## config.mk

```make
export PLATFORM = sky130hd
export DESIGN_NAME = timing_counter_flat
export DESIGN_NICKNAME = d
export VERILOG_FILES = /design/src/rtl/timing_pkg.sv /design/src/rtl/timing_counter_if.sv /design/src/rtl/window_cmp.sv /design/src/rtl/timing_counter.sv /design/src/flat_wrapper.sv
export SDC_FILE = /design/constraint.sdc
export NUM_CORES = 1
export LEC_CHECK = 0
export ABC_AREA = 1
export CAP_MARGIN = 20
export CORE_MARGIN = 4
export CORE_UTILIZATION = 44
export DETAILED_ROUTE_END_ITERATION = 8
export GPL_TIMING_DRIVEN = 0
export PLACE_DENSITY = 0.79
export SYNTH_ARGS = -nofsm -noshare
export SYNTH_HDL_FRONTEND = slang
export SYNTH_SLANG_ARGS = --single-unit
```

## constraint.sdc

```tcl
create_clock -name clk -period 2.95 [get_ports clk]
set_clock_uncertainty 0.05 [all_clocks]
set_input_delay 0.4425 -clock clk [delete_from_list [all_inputs] [get_ports clk]]
set_output_delay 0.4425 -clock clk [all_outputs]
set_load 0.05 [all_outputs]
```

## src/rtl/timing_pkg.sv

```systemverilog
// Shared constants for the VGA timing chain: count direction encoding and
// default 640x480 horizontal/vertical timing points.
package timing_pkg;

    typedef enum logic {
        DIR_UP   = 1'b0,
        DIR_DOWN = 1'b1
    } dir_e;

    localparam int unsigned H_TOTAL_M1 = 799;
    localparam int unsigned V_TOTAL_M1 = 524;
    localparam int unsigned H_SYNC_LO  = 656;
    localparam int unsigned H_SYNC_HI  = 751;
    localparam int unsigned V_SYNC_LO  = 490;
    localparam int unsigned V_SYNC_HI  = 491;

endpackage

```

## src/rtl/timing_counter_if.sv

```systemverilog
// Control/status bundle of one timing_counter axis; master drives controls,
// slave is the counter.
interface timing_counter_if #(
    parameter int unsigned SIZE    = 16,
    parameter int unsigned NUM_CMP = 2
);
    logic                      clk_en;
    logic                      sync_clr;
    logic                      load;
    logic [SIZE-1:0]           load_val;
    logic                      dir;
    logic [SIZE-1:0]           tc_val;
    logic [SIZE-1:0]           rc_val;
    logic [NUM_CMP*SIZE-1:0]   cmp_lo;
    logic [NUM_CMP*SIZE-1:0]   cmp_hi;
    logic [SIZE-1:0]           count;
    logic                      tc_pulse;
    logic                      carry_out;
    logic [NUM_CMP-1:0]        cmp_in;

    modport master (
        output clk_en, sync_clr, load, load_val, dir, tc_val, rc_val, cmp_lo, cmp_hi,
        input  count, tc_pulse, carry_out, cmp_in
    );

    modport slave (
        input  clk_en, sync_clr, load, load_val, dir, tc_val, rc_val, cmp_lo, cmp_hi,
        output count, tc_pulse, carry_out, cmp_in
    );
endinterface

```

## src/rtl/window_cmp.sv

```systemverilog
// Registered inclusive window compare (lo <= value <= hi); an empty window
// (lo > hi) never matches.
module window_cmp #(
    parameter int unsigned     SIZE    = 16,
    parameter logic [SIZE-1:0] RST_VAL = '0
) (
    input  logic            clk,
    input  logic            rst_n,
    input  logic            armed,
    input  logic [SIZE-1:0] lo,
    input  logic [SIZE-1:0] hi,
    input  logic [SIZE-1:0] next_val,
    output logic            hit
);

    logic hit_q;
    logic rst_hit;

    always_ff @(posedge clk or negedge rst_n) begin
        if (!rst_n) begin
            hit_q <= 1'b0;
        end else begin
            hit_q <= (lo <= next_val) && (next_val <= hi);
        end
    end

    // Until the first edge after reset the count sits at RST_VAL, so the flag
    // follows the live bounds against that value instead of a stale register.
    always_comb begin
        rst_hit = (lo <= RST_VAL) && (RST_VAL <= hi);
        hit     = armed ? hit_q : rst_hit;
    end

endmodule

```

## src/rtl/timing_counter.sv

```systemverilog
// Programmable up/down timing counter with terminal/rollover values, cascade
// carry and registered window-compare flags; one instance per VGA axis.
module timing_counter
    import timing_pkg::*;
#(
    parameter int unsigned SIZE    = 16,
    parameter int unsigned IC      = 0,
    parameter int unsigned NUM_CMP = 2
) (
    input  logic              clk,
    input  logic              rst_n,
    timing_counter_if.slave   bus
);

    localparam logic [SIZE-1:0] IC_V = SIZE'(IC);

    logic [SIZE-1:0]    count_q;
    logic [SIZE-1:0]    count_d;
    logic               tc_pulse_q;
    logic               armed_q;
    logic               term;
    logic               carry;
    logic [NUM_CMP-1:0] cmp_flags;

    // armed_q holds off the first edge after reset release, so stepping
    // starts on the second rising edge.
    always_comb begin
        if (bus.dir == DIR_DOWN) begin
            term = (count_q <= bus.tc_val);
        end else begin
            term = (count_q >= bus.tc_val);
        end
        carry = armed_q & bus.clk_en & term & ~bus.sync_clr & ~bus.load;

        count_d = count_q;
        if (armed_q) begin
            if (bus.sync_clr) begin
                count_d = IC_V;
            end else if (bus.load) begin
                count_d = bus.load_val;
            end else if (carry) begin
                count_d = bus.rc_val;
            end else if (bus.clk_en) begin
                if (bus.dir == DIR_DOWN) begin
                    count_d = count_q - 1'b1;
                end else begin
                    count_d = count_q + 1'b1;
                end
            end
        end
    end

    always_ff @(posedge clk or negedge rst_n) begin
        if (!rst_n) begin
            count_q    <= IC_V;
            tc_pulse_q <= 1'b0;
            armed_q    <= 1'b0;
        end else begin
            count_q    <= count_d;
            tc_pulse_q <= carry;
            armed_q    <= 1'b1;
        end
    end

    for (genvar i = 0; i < NUM_CMP; i++) begin : g_cmp
        window_cmp #(
            .SIZE    (SIZE),
            .RST_VAL (IC_V)
        ) u_window_cmp (
            .clk      (clk),
            .rst_n    (rst_n),
            .armed    (armed_q),
            .lo       (bus.cmp_lo[i*SIZE +: SIZE]),
            .hi       (bus.cmp_hi[i*SIZE +: SIZE]),
            .next_val (count_d),
            .hit      (cmp_flags[i])
        );
    end

    assign bus.count     = count_q;
    assign bus.tc_pulse  = tc_pulse_q;
    assign bus.carry_out = carry;
    assign bus.cmp_in    = cmp_flags;

endmodule

```

## src/flat_wrapper.sv

```systemverilog
// flat-port wrapper written by rule: the top's interface ports become plain ports
module timing_counter_flat import timing_pkg::*;
#(
    parameter int unsigned SIZE    = 16,
    parameter int unsigned IC      = 0,
    parameter int unsigned NUM_CMP = 2
)
  (clk, rst_n, bus_clk_en, bus_sync_clr, bus_load, bus_load_val, bus_dir, bus_tc_val, bus_rc_val, bus_cmp_lo, bus_cmp_hi, bus_count, bus_tc_pulse, bus_carry_out, bus_cmp_in);
  timing_counter_if #(.SIZE(SIZE), .NUM_CMP(NUM_CMP)) bus_i ();
  input  logic clk;
  input  logic rst_n;
  input wire logic [$bits(bus_i.clk_en)-1:0] bus_clk_en;
  input wire logic [$bits(bus_i.sync_clr)-1:0] bus_sync_clr;
  input wire logic [$bits(bus_i.load)-1:0] bus_load;
  input wire logic [$bits(bus_i.load_val)-1:0] bus_load_val;
  input wire logic [$bits(bus_i.dir)-1:0] bus_dir;
  input wire logic [$bits(bus_i.tc_val)-1:0] bus_tc_val;
  input wire logic [$bits(bus_i.rc_val)-1:0] bus_rc_val;
  input wire logic [$bits(bus_i.cmp_lo)-1:0] bus_cmp_lo;
  input wire logic [$bits(bus_i.cmp_hi)-1:0] bus_cmp_hi;
  output wire logic [$bits(bus_i.count)-1:0] bus_count;
  output wire logic [$bits(bus_i.tc_pulse)-1:0] bus_tc_pulse;
  output wire logic [$bits(bus_i.carry_out)-1:0] bus_carry_out;
  output wire logic [$bits(bus_i.cmp_in)-1:0] bus_cmp_in;
  assign bus_i.clk_en = bus_clk_en;
  assign bus_i.sync_clr = bus_sync_clr;
  assign bus_i.load = bus_load;
  assign bus_i.load_val = bus_load_val;
  assign bus_i.dir = bus_dir;
  assign bus_i.tc_val = bus_tc_val;
  assign bus_i.rc_val = bus_rc_val;
  assign bus_i.cmp_lo = bus_cmp_lo;
  assign bus_i.cmp_hi = bus_cmp_hi;
  assign bus_count = bus_i.count;
  assign bus_tc_pulse = bus_i.tc_pulse;
  assign bus_carry_out = bus_i.carry_out;
  assign bus_cmp_in = bus_i.cmp_in;
  timing_counter #(.SIZE(SIZE), .IC(IC), .NUM_CMP(NUM_CMP)) u_core (.clk(clk), .rst_n(rst_n), .bus(bus_i));
endmodule
```

==> results of run 1 <==
final timing paths:
kind,end,slack [ns]
max,u_core.g_cmp[1].u_window_cmp.hit_q$_DFF_PN0_,-0.52
min,u_core.bus.tc_pulse$_DFF_PN0_,0.64
max reg2reg,u_core.g_cmp[1].u_window_cmp.hit_q$_DFF_PN0_,-0.52
min reg2reg,u_core.bus.count[15]$_DFF_PN0_,0.65
max in group asynchronous,u_core.bus.count[13]$_DFF_PN0_,1.57
min in group clk,u_core.bus.count[15]$_DFF_PN0_,0.65
power groups by stage:
stage	Clock (mW)	Sequential (mW)	Combinational [mW]
floorplan	0	0.442	0.731
global placement	0	0.381	1.22
detailed placement	0	0.382	1.26
CTS	0.286	0.376	1.28
global route	0.294	0.390	1.60
finish	0.286	0.386	1.45
sequential cells by signal, indices dropped and copies added, names as in the netlist:
name and flops:
u_core.armed_q 1, u_core.g_cmp.u_window_cmp.hit_q 2, u_core.bus.count 16, u_core.bus.tc_pulse 1
through the flow:
stage | cell area [um2] | setup TNS, ns | utilization [%]
4_1_cts | 6290 | -1.28 | 64.1
5_1_grt | 6940 | -1.42 | 70.7
6_report | 6940 | -1.01 | 70.7
2_1_floorplan | 4640 | -0.136 | -
3_3_place_gp | 6180 | -9.33 | 62.9
3_5_place_dp | 6180 | -9.61 | 62.9
cell type report:
| cell class | instances | share of cell area, % |
|---|---|---|
| tap | 133 | 2.40 |
| multi-input combinational | 562 | 59.1 |
| clock inverter | 1 | 0.433 |
| inverter | 114 | 6.17 |
| clock buffer | 3 | 0.595 |
| timing repair buffer | 153 | 22.3 |
| sequential | 20 | 7.50 |
| buffer | 16 | 1.48 |
cell usage after synthesis, types with 2 or more instances:
library cell | count | area share (%)
nand2_1 | 172 | 15
inv_1 | 112 | 9.5
ha_1 | 94 | 26
nor2_1 | 72 | 6.1
a21oi_1 | 57 | 6.4
nand3_1 | 53 | 6.0
dfrtp_1 | 20 | 11
o21ai_0 | 20 | 2.3
nand4_1 | 15 | 2.1
nand3_2 | 9 | 2.0
nor4_1 | 9 | 1.3
o21ai_1 | 9 | 1.0
clkbuf_1 | 8 | 0.68
nor3_1 | 8 | 0.90
a21oi_2 | 6 | 1.2
buf_4 | 4 | 0.68
o221ai_1 | 4 | 0.79
a31oi_1 | 3 | 0.42
nand2_2 | 3 | 0.42
o21a_1 | 3 | 0.51
xor2_1 | 3 | 0.59
a21o_1 | 2 | 0.34
and2_1 | 2 | 0.28
buf_2 | 2 | 0.23
buf_6 | 2 | 0.51
nand3b_1 | 2 | 0.34
o22ai_1 | 2 | 0.28
or2_2 | 2 | 0.28
xnor2_1 | 2 | 0.39
routing by layer:
layer / vias up / wire length, um / global-route usage (%)
met5: - / 0 / 0
met4: 0 / 457 / 6.94
met3: 27 / 913 / 1.61
met2: 178 / 8230 / 46.5
met1: 2468 / 6670 / 32.4
li1: 2683 / - / -
logic make-up after synthesis:
family | share of synthesized area (%)
buffers and inverters | 11.7
and+or+nand+nor | 35.3
other | 0.0844
xor gates and xnor gates | 0.986
adders and majority gates | 26.9
DFF | 11.3
AOI/OAI and AO/OA | 13.7
timing repair:
item | 4_1_cts | 5_1_grt
setup endpoints to repair | 17 | 3
hold buffers | 0 | 0
resized for setup | 27 | 120
gates cloned | 0 | 3
buffers inserted | 0 | 14
pin swaps | 8 | 58
==> impl_metrics.env, run 1 <==
export IMPL_syn_area_per_cell_um2=6.25
export IMPL_coreArea_mm2=0.00982
export IMPL_routabilityCongestion=0.908
export IMPL_crit_top_cell="nand2_1"
export IMPL_seq_power_share_pct=18.2
export IMPL_crit_start="u_core.bus.count[12]$_DFF_PN0_"
export IMPL_drv_cap=0
export IMPL_grt_pass1_wl_mm=23.8
export IMPL_grt_overflow=0
export IMPL_worst_slew_pin_slew_ns=0.939
export IMPL_die_x_um=108
export IMPL_max_slew_margin_pct=37.2
export IMPL_critPathLaunchType="register"
export IMPL_finalWirelength_mm=16.3
export IMPL_sw_frac_of_total_pct=46.6
export IMPL_worst_setup_path_end_kind="register"
export IMPL_std_cell_rows=36
export IMPL_worstSetupPathType="reg2reg"
export IMPL_cts_buffers=3
export IMPL_synth_distinct_cells=40
export IMPL_violations="setup timing"
export IMPL_syn_inst=711
export IMPL_power_frac_comb_pct=68.3
export IMPL_nFillCells=842
export IMPL_final_setup_worst_slack_ns=-0.517
export IMPL_antenna_left=0
export IMPL_diodes=0
export IMPL_dr_pass1_iters=5
export IMPL_multi_input_area_mm2=0.00410
export IMPL_cp_cell_sequence="ha_4, nand4_1, nor2_4, nand3_4, nand4_1, nand3_4, buf_8, nand2_2, nand3_2, nand2_1, o21ai_2, ha_1, inv_1, a21oi_1, o21a_1, o221ai_1, nand2_1, o211ai_1, nand2_1, nand2_1, inv_1"
export IMPL_vias=5356
export IMPL_rsz0062_at_grt="true"
export IMPL_synth_ff_type="dfrtp_1"
export IMPL_clkPwrFrac_pct=13.5
export IMPL_period_share_pct=118
export IMPL_reg2reg_depth=21
export IMPL_ys_seq_area_share_pct=11.3
export IMPL_hold_slack_ns=0.642
export IMPL_finalPower_mw=2.12
export IMPL_fin_nets=1083
export IMPL_path_clk_slew_ns=0.08
export IMPL_syn_nets=924
export IMPL_htree_levels=1
export IMPL_regToRegStartpoint="u_core.bus.count[12]$_DFF_PN0_"
export IMPL_clockRootBuffer="clkbuf_8"
export IMPL_p_int_mw=1.13
export IMPL_drtIter0Drc=317
export IMPL_peakVddDrop_uv=172
export IMPL_yosysWarnings=0
export IMPL_wire_per_inst_um=16.2
export IMPL_place_ws_ns=-1.61
export IMPL_grtUsageTotal_pct=25.5
export IMPL_cp_slowest_cell="dfrtp_2"
export IMPL_critPathMaxStageDelay_ns=0.50
export IMPL_areaGrowthSynthToFinish_pct=56.3
export IMPL_finalHoldViolCount=0
export IMPL_route_detailed_drc=0
export IMPL_post_dp_hpwl_mm=13.3
export IMPL_io_buffers=137
export IMPL_synth_edf_count=0
export IMPL_min_path_type="in2async"
export IMPL_cp_top_family="simple AND/OR/NAND/NOR gates"
export IMPL_final_cells=1002
export IMPL_cp_depth=21
export IMPL_placed_cells=981
export IMPL_async_reset_ff_share_pct=100
export IMPL_cts_sinks=20
export IMPL_arrival_ns=3.59
export IMPL_ff_latch_area_um2=520
export IMPL_viasPerCell=5.35
export IMPL_grt_antenna_before_repair=0
export IMPL_critPathBufInv=3
export IMPL_required_ns=3.07
export IMPL_die_area_mm2=0.0118
export IMPL_switchingPower_uw=989
export IMPL_slew_violations=0
export IMPL_die_h_um=108
export IMPL_setup_viol_count_final=2
export IMPL_cts_buffer_depth=2
export IMPL_io_pins=138
export IMPL_grt_pass1_vias=5145
export IMPL_initial_core_util_pct=45.2
export IMPL_drive_above_1_share_pct=20.1
export IMPL_synth_cell_area_mm2=0.00444
export IMPL_timing_fmax_mhz=288
export IMPL_leakage_nw=3.39
export IMPL_synth_seq_cells=20
export IMPL_status="finished, violations left"
export IMPL_p_per_area_mw_per_mm2=306
export IMPL_most_common_layout_cells="nand2_1 (150), clkdlybuf4s50_1 (117), inv_1 (95)"
export IMPL_cp_max_fo=5
export IMPL_cts_tree="built"
export IMPL_layout_commonest_cell="nand2_1"
export IMPL_post_route_min_period_ns=3.47
export IMPL_insertion_delay_ns=0.27
export IMPL_grt_max_degree=21
(Power assumes the default switching activity.)
==> inputs of run 2 (changes only) <==
Settings changed: CELL_PAD_IN_SITES_DETAIL_PLACEMENT set to 0, CELL_PAD_IN_SITES_GLOBAL_PLACEMENT set to 2, CORE_UTILIZATION 44 to 22, PLACE_DENSITY 0.79 to not set, PLACE_DENSITY_LB_ADDON set to 0.08.
==> run 2 against run 1 <==
- the run still ends with setup timing left
- flip-flop and latch count is the same
- via count shrank 5.8%
- final cell count grew 12%
- die area grew 91%
- hold slack lost 0.29 ns
- fmax shrank 1.9%
- non-clock buffer count shrank 7
- sequential share of layout area shrank 0.13 points
- routed wire length grew 11%
- largest power group unchanged
==> impl_metrics.env, run 2 (synthesis gave the netlist of run 1 again) <==
export IMPL_status="finished, violations left"
export IMPL_violations="setup timing"
export IMPL_worst_setup_path_end_kind="register"
export IMPL_cp_top_family="simple AND/OR/NAND/NOR gates"
export IMPL_finalWirelength_mm=18.1
export IMPL_viasPerCell=4.48
export IMPL_place_ws_ns=-1.94
export IMPL_post_dp_hpwl_mm=15.8
export IMPL_required_ns=3.05
export IMPL_clockRootBuffer="clkbuf_16"
export IMPL_die_area_mm2=0.0225
export IMPL_critPathLaunchType="input port"
export IMPL_wire_per_inst_um=16.1
export IMPL_layout_commonest_cell="nand2_1"
export IMPL_cts_buffer_depth=2
export IMPL_grt_pass1_wl_mm=27.5
export IMPL_worstSetupPathType="in2reg"
export IMPL_cts_sinks=20
export IMPL_routabilityCongestion=0.889
export IMPL_insertion_delay_ns=0.26
export IMPL_coreArea_mm2=0.0197
export IMPL_hold_slack_ns=0.355
export IMPL_die_h_um=150
export IMPL_leakage_nw=3.36
export IMPL_grt_pass1_vias=5212
export IMPL_regToRegStartpoint="u_core.bus.count[15]$_DFF_PN0_"
export IMPL_io_pins=138
export IMPL_drive_above_1_share_pct=19.3
export IMPL_critPathMaxStageDelay_ns=0.46
export IMPL_path_clk_slew_ns=0.06
export IMPL_setup_viol_count_final=3
export IMPL_cts_buffers=3
export IMPL_p_per_area_mw_per_mm2=311
export IMPL_rsz0062_at_grt="true"
export IMPL_nFillCells=2169
export IMPL_dr_pass1_iters=6
export IMPL_arrival_ns=3.64
export IMPL_timing_fmax_mhz=283
export IMPL_crit_start="bus_tc_val[8]"
export IMPL_critPathBufInv=4
export IMPL_grt_antenna_before_repair=0
export IMPL_diodes=0
export IMPL_final_setup_worst_slack_ns=-0.583
export IMPL_fin_nets=1075
export IMPL_worst_slew_pin_slew_ns=0.764
export IMPL_cp_cell_sequence="clkdlybuf4s50_1, inv_1, ha_1, nand3_2, nor2_4, nand3_4, nand4_1, nand3_4, buf_8, nand2_4, nand3_4, a21oi_2, ha_1, nand2_1, o21a_1, o221ai_1, nand2_1, o211ai_1, nand2_1, nand2_1, inv_1"
export IMPL_largest_register_ffs=16
export IMPL_period_share_pct=120
export IMPL_cts_tree="built"
export IMPL_crit_top_cell="nand2_1"
export IMPL_io_buffers=137
export IMPL_post_route_min_period_ns=3.53
export IMPL_grtUsageTotal_pct=15.8
export IMPL_peakVddDrop_uv=147
export IMPL_htree_levels=1
export IMPL_grt_max_degree=21
export IMPL_slew_violations=0
export IMPL_route_detailed_drc=0
export IMPL_cp_max_fo=8
export IMPL_cp_slowest_cell="clkdlybuf4s50_1"
export IMPL_drv_cap=0
export IMPL_vias=5046
export IMPL_finalHoldViolCount=0
export IMPL_std_cell_rows=51
export IMPL_fin_area_mm2=0.00706
export IMPL_max_slew_margin_pct=49.0
export IMPL_die_x_um=150
export IMPL_min_path_type="in2async"
export IMPL_drtIter0Drc=148
export IMPL_grt_overflow=0
export IMPL_areaGrowthSynthToFinish_pct=58.9
export IMPL_most_common_layout_cells="nand2_1 (148), clkdlybuf4s50_1 (120), inv_1 (98)"
export IMPL_place_area_mm2=0.00634
export IMPL_antenna_left=0
export IMPL_initial_core_util_pct=22.6
==> run 2: cell types whose count changed in the layout (fill, tap and decap cells not counted), moves of 3 or more <==
| cell | previous run | this run |
|---|---|---|
| a21oi_1 | 49 | 46 |
| a21oi_2 | 13 | 16 |
| buf_4 | 19 | 9 |
| clkbuf_16 | 1 | 4 |
| clkbuf_8 | 3 | 0 |
| clkdlybuf4s50_1 | 117 | 120 |
| dlymetal6s2s_1 | 16 | 13 |
| ha_1 | 62 | 70 |
| ha_4 | 30 | 23 |
| inv_1 | 95 | 98 |
| inv_2 | 18 | 14 |
==> run 2: repair_timing <==
| item | in CTS | in global routing |
|---|---|---|
| gates resized for setup | 36 | 109 |
| buffers inserted | 1 | 6 |
| cloned | 1 | 1 |
| hold buffers | 0 | 0 |
| pin swaps | 9 | 52 |
| setup endpoints to repair | 18 | 4 |
==> run 2: path summary, 6_finish.rpt <==
path / cells past startpoint / to / slack (ns)
worst max-delay path: 21 / u_core.g_cmp[1].u_window_cmp.hit_q$_DFF_PN0_ / -0.58
worst max register to register: 19 / u_core.g_cmp[1].u_window_cmp.hit_q$_DFF_PN0_ / -0.53
max in group asynchronous: 2 / u_core.bus.count[13]$_DFF_PN0_ / 2.12
worst min-delay path: 1 / u_core.bus.tc_pulse$_DFF_PN0_ / 0.36
worst min register to register: 2 / u_core.bus.count[12]$_DFF_PN0_ / 0.65
min in group clk: 2 / u_core.bus.count[12]$_DFF_PN0_ / 0.65
==> run 2: metal layers <==
metal  routed length (um)  vias to the layer above  track usage, %
met5                    0                        -               0
met3                  487                       12            1.06
met4                  141                        0            2.47
met1                 8110                     2282            20.1
li1                     -                     2671               -
met2                 9350                       81            29.7
==> run 2: through the flow <==
step	cells	power (mW)	setup TNS [ns]	utilization [%]
floorplan	711	1.17	-0.136	-
global placement	1113	1.67	-13.04	32.3
detailed placement	1113	1.68	-13.12	32.3
CTS	1119	2.10	-1.51	33.2
global route	1126	2.40	-1.72	35.9
finish	1126	2.20	-1.17	35.9
==> run 2: final cells by class <==
type / count / area (um2) / area share (%)
Clock buffer: 3 / 75.1 / 1.06
Buffer: 16 / 104 / 1.47
Tap cell: 265 / 332 / 4.70
Timing Repair Buffer: 146 / 1520 / 21.6
Multi-Input combinational cell: 561 / 4040 / 57.3
Inverter: 114 / 434 / 6.15
Sequential cell: 20 / 520 / 7.38
Clock inverter: 1 / 30.0 / 0.426
==> run 2: power by group <==
group	total, mW	internal (mW)	switching [mW]
Combinational	1.43	0.616	0.819
Sequential	0.383	0.311	0.0724
Clock	0.379	0.269	0.110
==> inputs of run 3 (changes only) <==
Settings changed: CORE_UTILIZATION 22 to 27, MAX_ROUTING_LAYER set to met4.
Clock period 2.95 ns to 4.36 ns, I/O delays scaled along.
==> run 3 against run 2 <==
- the flow now finishes without violations
- global-route usage grew 2.8 points
- count of clock-buffer cells in the layout grew 1
- design area shrank 12%
- combinational power shrank 40%
- via count shrank 0.59%
- largest power group unchanged
==> impl_metrics.env, run 3 (synthesis gave the netlist of run 1 again) <==
export IMPL_status="complete, no violations"
export IMPL_std_cell_rows=46
export IMPL_finalHoldViolCount=0
export IMPL_initial_core_util_pct=27.8
export IMPL_placed_cells=1064
export IMPL_final_setup_worst_slack_ns=0.237
export IMPL_slew_violations=0
export IMPL_diodes=0
export IMPL_largest_register_ffs=16
export IMPL_final_cells=1070
export IMPL_crit_start="bus_tc_val[15]"
export IMPL_place_ws_ns=-0.675
export IMPL_worst_setup_path_end_kind="output port"
export IMPL_io_buffers=137
export IMPL_cp_max_fo=10
export IMPL_most_common_layout_cells="nand2_1 (172), clkdlybuf4s50_1 (136), inv_1 (112)"
export IMPL_required_ns=3.66
export IMPL_vias=5016
export IMPL_critPathLaunchType="input port"
export IMPL_post_route_min_period_ns=4.12
export IMPL_layout_commonest_cell="nand2_1"
export IMPL_cts_sinks=20
export IMPL_antenna_left=0
export IMPL_cts_tree="built"
export IMPL_coreArea_mm2=0.0160
export IMPL_cts_buffer_depth=2
export IMPL_grt_pass1_vias=5108
export IMPL_ff_latch_area_um2=500
export IMPL_reg2reg_slack_ns=0.65
export IMPL_areaGrowthSynthToFinish_pct=40.1
export IMPL_rsz0062_at_grt="false"
export IMPL_insertion_delay_ns=0.25
export IMPL_period_share_pct=94.6
export IMPL_cts_buffers=3
export IMPL_die_h_um=136
export IMPL_finalCoreUtilization_pct=38.9
export IMPL_nFillCells=1761
export IMPL_drive_above_1_share_pct=4.92
export IMPL_io_pins=138
export IMPL_worstSetupPathType="in2out"
export IMPL_routabilityCongestion=0.858
export IMPL_grtUsageTotal_pct=18.6
export IMPL_viasPerCell=4.69
export IMPL_timing_fmax_mhz=243
export IMPL_grt_pass1_wl_mm=26.2
export IMPL_drv_cap=0
export IMPL_dr_pass1_iters=4
export IMPL_wire_per_inst_um=15.8
export IMPL_peakVddDrop_uv=105
export IMPL_worst_slew_pin_slew_ns=0.673
export IMPL_clockRootBuffer="clkbuf_16"
export IMPL_finalSetupTns_ns=0
export IMPL_grt_max_degree=21
export IMPL_p_per_area_mw_per_mm2=210
export IMPL_multi_input_area_mm2=0.00344
export IMPL_setup_viol_count_final=0
export IMPL_route_detailed_drc=0
export IMPL_drtIter0Drc=253
export IMPL_post_dp_hpwl_mm=15.0
export IMPL_ctsHoldBuffers=0
export IMPL_regToRegStartpoint="u_core.bus.count[2]$_DFF_PN0_"
export IMPL_path_clk_slew_ns=0.06
export IMPL_finalWirelength_mm=16.9
export IMPL_max_slew_margin_pct=55.1
export IMPL_min_path_type="in2async"
export IMPL_fin_nets=1068
export IMPL_grt_overflow=0
export IMPL_die_area_mm2=0.0186
export IMPL_die_x_um=136
export IMPL_htree_levels=1
export IMPL_grt_antenna_before_repair=0
export IMPL_leakage_nw=3.16
export IMPL_arrival_ns=3.42
-- run 3: power breakdown --
part           leakage (nW)  internal (mW)  switching [mW]
Clock                0.0442          0.140          0.0691
Combinational          2.86          0.356           0.498
Sequential            0.257          0.207          0.0393
-- run 3: cell type report --
type                            instances  share of cell area [%]
Tap cell                              216                    4.34
Buffer                                 16                    1.53
Sequential cell                        20                    8.04
Inverter                              114                    6.88
Multi-Input combinational cell        561                    55.3
Timing Repair Buffer                  139                    22.5
Clock buffer                            4                    1.43
-- run 3: per-stage QoR --
| stage | total power, mW | area (um2) | hold WS [ns] |
|---|---|---|---|
| 2_1_floorplan | 0.765 | 4440 | 0.308 |
| 3_3_place_gp | 1.09 | 6080 | 0.691 |
| 3_5_place_dp | 1.10 | 6080 | 0.703 |
| 4_1_cts | 1.32 | 6180 | 0.711 |
| 5_1_grt | 1.44 | 6220 | 0.638 |
| 6_report | 1.31 | 6220 | 0.622 |
-- run 3: per-layer routing --
layer / share of wire (%) / track usage, %
met3: 2.4 / 0.629
met5: 0 / -
met1: 45 / 23.3
met4: 1.4 / 3.70
met2: 51 / 33.6
-- run 3: path summary, 6_finish.rpt --
kind / cells after the start / end
worst min-delay path: 1 / u_core.bus.count[2]$_DFF_PN0_
worst max-delay path: 12 / bus_carry_out
worst min register to register: 4 / u_core.bus.count[14]$_DFF_PN0_
max in group asynchronous: 2 / u_core.bus.count[8]$_DFF_PN0_
min in group clk: 4 / u_core.bus.count[14]$_DFF_PN0_
worst max register to register: 21 / u_core.g_cmp[0].u_window_cmp.hit_q$_DFF_PN0_
-- run 3: what timing repair did --
item,4_1_cts,5_1_grt
endpoints found under the setup margin,2,2
gates resized for setup,5,8
pin swaps,0,2
buffers inserted,0,1
-- run 3: worst max-delay path: stages --
cell	delay, ns
clkdlybuf4s50_1	0.46
inv_1	0.04
ha_1	0.30
nand4_1	0.19
a21oi_1	0.22
nor2_2	0.10
buf_4	0.14
nand4_1	0.13
nand3_4	0.14
buf_6	0.19
inv_1	0.07
clkdlybuf4s50_1	0.80
